<file path="src/rtl/bus_access_sequencer.sv">
// bus_access_sequencer
// Takes one read/write command at a time from a command master, drives the
// module address to the one-hot decoder, strobes the bus once the decoder
// has had a cycle to settle, waits for the addressed module's acknowledge
// (or a bounded timeout) and hands a single response back to the master.
//
// Handshake semantics (both the command and the response channel):
// a transfer happens on a rising CLK edge where VALID and READY are both 1.
// The producer holds VALID and its payload stable until that edge; the
// consumer may raise or lower READY freely. READY from the consumer is
// ignored while VALID is low.
module bus_access_sequencer #(
    parameter int DATA_W  = 8,
    parameter int TIMEOUT = 15
) (
    input  logic                  CLK,
    input  logic                  RST,
    input  logic                  CMD_VALID,
    output logic                  CMD_READY,
    input  logic [2:0]            CMD_ADDR,
    input  logic                  CMD_WRITE,
    input  logic [DATA_W-1:0]     CMD_WDATA,
    output logic [2:0]            ADDR,
    output logic                  BUS_EN,
    output logic                  BUS_WE,
    output logic [DATA_W-1:0]     BUS_WDATA,
    input  logic [7:0]            BUS_ACK,
    input  logic [8*DATA_W-1:0]   BUS_RDATA,
    output logic                  RSP_VALID,
    input  logic                  RSP_READY,
    output logic [DATA_W-1:0]     RSP_RDATA,
    output logic                  RSP_ERR,
    output logic [1:0]            DBG_STATE
);

    // The counter only ever needs to reach TIMEOUT-1: the cycle that would
    // take it to TIMEOUT is the one that reports the timeout instead.
    localparam int              CNT_W    = $clog2(TIMEOUT + 1);
    localparam logic [CNT_W-1:0] CNT_LAST = CNT_W'(TIMEOUT - 1);
    localparam logic [CNT_W-1:0] CNT_ONE  = CNT_W'(1);

    typedef enum logic [1:0] {
        ST_IDLE   = 2'd0,
        ST_SETUP  = 2'd1,
        ST_ACCESS = 2'd2,
        ST_RESP   = 2'd3
    } state_t;

    state_t              state_q;
    logic [CNT_W-1:0]    cnt_q;
    logic                cmd_ready_q;
    logic [2:0]          addr_q;
    logic                bus_en_q;
    logic                bus_we_q;
    logic [DATA_W-1:0]   bus_wdata_q;
    logic                rsp_valid_q;
    logic [DATA_W-1:0]   rsp_rdata_q;
    logic                rsp_err_q;

    // Acknowledge and read data of the currently addressed module only;
    // every other module's ack is irrelevant to this transaction.
    logic                sel_ack;
    logic [DATA_W-1:0]   sel_rdata;

    assign sel_ack   = BUS_ACK[addr_q];
    assign sel_rdata = BUS_RDATA[addr_q*DATA_W +: DATA_W];

    // Transaction FSM; every output comes straight from a register here.
    always_ff @(posedge CLK) begin
        if (RST) begin
            state_q     <= ST_IDLE;
            cnt_q       <= '0;
            cmd_ready_q <= 1'b0;
            addr_q      <= '0;
            bus_en_q    <= 1'b0;
            bus_we_q    <= 1'b0;
            bus_wdata_q <= '0;
            rsp_valid_q <= 1'b0;
            rsp_rdata_q <= '0;
            rsp_err_q   <= 1'b0;
        end else begin
            case (state_q)
                ST_IDLE: begin
                    if (cmd_ready_q && CMD_VALID) begin
                        addr_q      <= CMD_ADDR;
                        bus_we_q    <= CMD_WRITE;
                        bus_wdata_q <= CMD_WRITE ? CMD_WDATA : '0;
                        cmd_ready_q <= 1'b0;
                        state_q     <= ST_SETUP;
                    end else begin
                        // First idle edge after reset or a response raises READY.
                        cmd_ready_q <= 1'b1;
                    end
                end

                ST_SETUP: begin
                    // ADDR has been stable for one cycle; the decoder output is
                    // settled, so the strobe may now qualify it.
                    bus_en_q <= 1'b1;
                    cnt_q    <= '0;
                    state_q  <= ST_ACCESS;
                end

                ST_ACCESS: begin
                    if (sel_ack) begin
                        rsp_rdata_q <= bus_we_q ? '0 : sel_rdata;
                        rsp_err_q   <= 1'b0;
                        rsp_valid_q <= 1'b1;
                        bus_en_q    <= 1'b0;
                        bus_we_q    <= 1'b0;
                        state_q     <= ST_RESP;
                    end else if (cnt_q == CNT_LAST) begin
                        // Last permitted cycle ended without an ack.
                        rsp_rdata_q <= '0;
                        rsp_err_q   <= 1'b1;
                        rsp_valid_q <= 1'b1;
                        bus_en_q    <= 1'b0;
                        bus_we_q    <= 1'b0;
                        state_q     <= ST_RESP;
                    end else begin
                        cnt_q <= cnt_q + CNT_ONE;
                    end
                end

                ST_RESP: begin
                    if (RSP_READY) begin
                        rsp_valid_q <= 1'b0;
                        cmd_ready_q <= 1'b1;
                        state_q     <= ST_IDLE;
                    end
                end

                default: begin
                    state_q <= ST_IDLE;
                end
            endcase
        end
    end

    assign CMD_READY = cmd_ready_q;
    assign ADDR      = addr_q;
    assign BUS_EN    = bus_en_q;
    assign BUS_WE    = bus_we_q;
    assign BUS_WDATA = bus_wdata_q;
    assign RSP_VALID = rsp_valid_q;
    assign RSP_RDATA = rsp_rdata_q;
    assign RSP_ERR   = rsp_err_q;
    assign DBG_STATE = state_q;

endmodule

</file>
<file path="config.mk">
export PLATFORM = sky130hd
export DESIGN_NAME = bus_access_sequencer
export DESIGN_NICKNAME = d
export VERILOG_FILES = /design/src/rtl/bus_access_sequencer.sv
export SDC_FILE = /design/constraint.sdc
export NUM_CORES = 1
export LEC_CHECK = 0
export BUFFER_PORTS_ARGS = -buffer_cell sky130_fd_sc_hd__buf_2
export CAP_MARGIN = 5
export CORE_AREA = 5 5 77 79
export CTS_CLUSTER_DIAMETER = 40
export DETAILED_ROUTE_END_ITERATION = 8
export DIE_AREA = 0 0 82 84
export PLACE_DENSITY = 0.75
export SLEW_MARGIN = 20
export SYNTH_ARGS = -nofsm -noshare
export SYNTH_HDL_FRONTEND = slang
export SYNTH_SLANG_ARGS = --single-unit
</file>
<file path="constraint.sdc">
create_clock -name CLK -period 5.6 [get_ports CLK]
set_input_delay 0.56 -clock CLK [delete_from_list [all_inputs] [get_ports CLK]]
set_output_delay 0.56 -clock CLK [all_outputs]
set_load 0.01 [all_outputs]
</file>
==> metrics.txt <==
first-pass GRT wire length 9280 microns; overall routing resource usage 17.25%; Clk Latency, worst-skew pair 0.27 ns; Worst-path clk slew 0.07 ns; EDFF count, synth 0; n_diodes 0; register area share after synthesis 33.43%; wire per inst 16.47 microns; post-CTS setup buffers 0; DR WL met3 approximately 370 microns; RD Place Congestion 0.9292; Seq pwr share between 40% and 50%; final cycle utilization of the critical path 40.30%; Worst Max-Slew Pin Slew 0.8709 ns; # fillers 509; highest clock rate 443.1 MHz; Final ANT Viol Nets 0; H-tree Lvls 2; die area 0.006888 sq mm; PD cells 229.1 mW/mm^2; Cells after Synth 170; die width just over 80 microns; Syn Area/Cell 10.57 sq um; Yosys top cell area share between 30% and 40%; final setup vio count 0; Top Metal Used met4; clk sinks 30; status completed; unrepaired setup endpoints after global routing no; metal2 WL 2997 microns; Setup crit end kind flip-flop; leading area contributor after synthesis dfxtp_1; Initial Util roughly a third; dominant synthesized flop cell dfxtp_1; vias in the first global route around 1900; nets@finish between 300 and 400; Die Ht approximately 84 microns; Synth Warn # 0; Yosys cell types 39; Max Cap Viol 0; setup slack after layout approximately 3.3 ns; final hold slack 0.4500 ns; Startpoint Class flip-flop; Detailed Place HPWL 4718 microns; Max IR drop VDD 0.1520 mV; I/O Pins between 100 and 150; Setup CP Type flip-flop to flip-flop; Finished Layout Cells 352; Net Sw Frac 29.43%; floorplan core area 0.005270 sq mm; share of post-route cells with drive strength above 1 53.57%; Final Hold Fails 0; DRT iter0 DRCs 83; pins over their slew limit 0; min Tclk post-route between 2 and 2.5 ns; placed cells around 340; Synth Register Bits 30; antenna violations before repair 0; dominant cells by area after synthesis dfxtp_1 33%, mux4_2 21%, mux2i_1 5.0%, a21oi_1 4.2%, ha_1 4.2%; net switching power figure 0.1683 mW; Gate power share about a quarter; vias per cell 5.023; CTS tree yes; HP Class flip-flop to flip-flop; worst-path maximum fanout 8; clock network fraction of total power a little under a third; CP required 5.80 ns; input/output buffers 113; DP Worst Slack 3.349 ns; CTS Buf Count 5; Hold Buf Count CTS 0; Root Driver clkbuf_8; vias 1768; Final Total Pwr approximately 0.57 mW; drt pass-1 iters 5; pin count of the biggest net entering global routing 30; Mapped Area about 0.0018 sq mm; P_leak 1.091 nW; Power Internal 0.4036 mW; M1 wire length 2364 microns; syn nets about 260; Async S/R FF share, synth 0%; Arr. time, crit path ~2.5 ns; Row Count 27; clk_skew 0.007558 ns; Area Overhead vs Synth 38.93%; drt total wl 5798 microns; Final TNS setup 0 ns; slew margin rel. 41.86%; Longest Clk Path Bufs 2; Remaining Overflow, GRT 0; Resized Gates After CTS 0; # DRC 0
==> worst paths after layout <==
path / start / end / slack, ns / cells after the start
setup / recovery: ADDR[0] / RSP_RDATA[6] / 3.34 / 5
hold / removal: BUS_WDATA[7] / BUS_WDATA[7] / 0.45 / 2
setup reg to reg: ADDR[0] / RSP_RDATA[6] / 3.34 / 5
hold reg to reg: BUS_WDATA[7] / BUS_WDATA[7] / 0.45 / 2
==> cells in the mapped netlist, drive strengths merged (3+ instances only) <==
cell,n
o2bb2ai,8
nand2b,3
mux2,4
nor2b,4
ha,6
clkbuf,7
nand2,16
dfxtp,30
mux4,17
buf,5
mux2i,9
nand3,10
inv,4
nor3b,4
a21oi,15
nor2,7
nor3,3
==> critical path, cell delays in order, from the launching register on <==
cell and delay [ns]:
dfxtp_1 0.55, mux2_2 0.42, mux4_2 0.56, o21ai_2 0.19
and2b_1 0.31, o2bb2ai_1 0.16
==> final cells by class <==
type                            instances  area [sq um]  area share (%)
Timing Repair Buffer                  114         573.1           22.96
Multi-Input combinational cell        124          1122           44.96
Sequential cell                        30         600.6           24.06
Tap cell                               72         90.09           3.609
Inverter                                4         15.01          0.6015
Clock buffer                            6         82.58           3.308
Clock inverter                          2         12.51          0.5013
==> power groups by stage <==
stage / clock network, mW / registers (mW) / logic (mW)
after floorplan: 0 / 0.244 / 0.0942
after global placement: 0 / 0.245 / 0.149
after detailed placement: 0 / 0.246 / 0.153
after CTS: 0.185 / 0.241 / 0.153
after global routing: 0.195 / 0.244 / 0.168
final: 0.178 / 0.242 / 0.152
==> stage by stage <==
step	instance area, sq um	utilization (%)
global route	2496	47.36
CTS	2496	47.36
finish	2496	47.36
global placement	2401	45.56
detailed placement	2401	45.56
floorplan	1797	-
==> per-layer routing <==
metal	up-vias	track usage [%]
met4	0	5.287
met3	6	4.536
met2	60	27.11
met5	-	0
li1	855	-
met1	847	22.86
==> cells by family (layout without fill, tap and decap cells) <==
kind of cell / count (synthesis) / in the layout / share of synthesized area [%]
DFF: 30 / 30 / 33.43
adders and majority gates: 6 / 6 / 4.178
buffers and inverters: 16 / 126 / 4.109
muxes: 30 / 30 / 29.04
AOI/OAI and AO/OA: 34 / 34 / 13.23
xor gates and xnor gates: 1 / 1 / 0.4876
and+or+nand+nor: 53 / 53 / 15.53
==> placed cells by master, fill, tap and decap left out, types with 2 or more instances in the layout <==
master,count
buf_2,113
dfxtp_1,30
mux4_2,17
nand2_1,16
a21oi_1,15
nand3_1,10
mux2i_1,9
o2bb2ai_1,8
nor2_1,6
ha_1,6
clkbuf_8,6
inv_1,4
nor2b_1,4
nor3b_1,4
nand2b_1,3
mux2_2,2
and3_1,2
o22ai_1,2
a211oi_1,2
nor3_2,2
==> sequential cells by signal (all words and copies together) (netlist names) <==
name       count
cnt_q          4
CMD_READY      1
ADDR           3
BUS_EN         1
BUS_WDATA      8
DBG_STATE      2
RSP_VALID      1
RSP_ERR        1
BUS_WE         1
RSP_RDATA      8
Power figures use the tool's default switching activity.
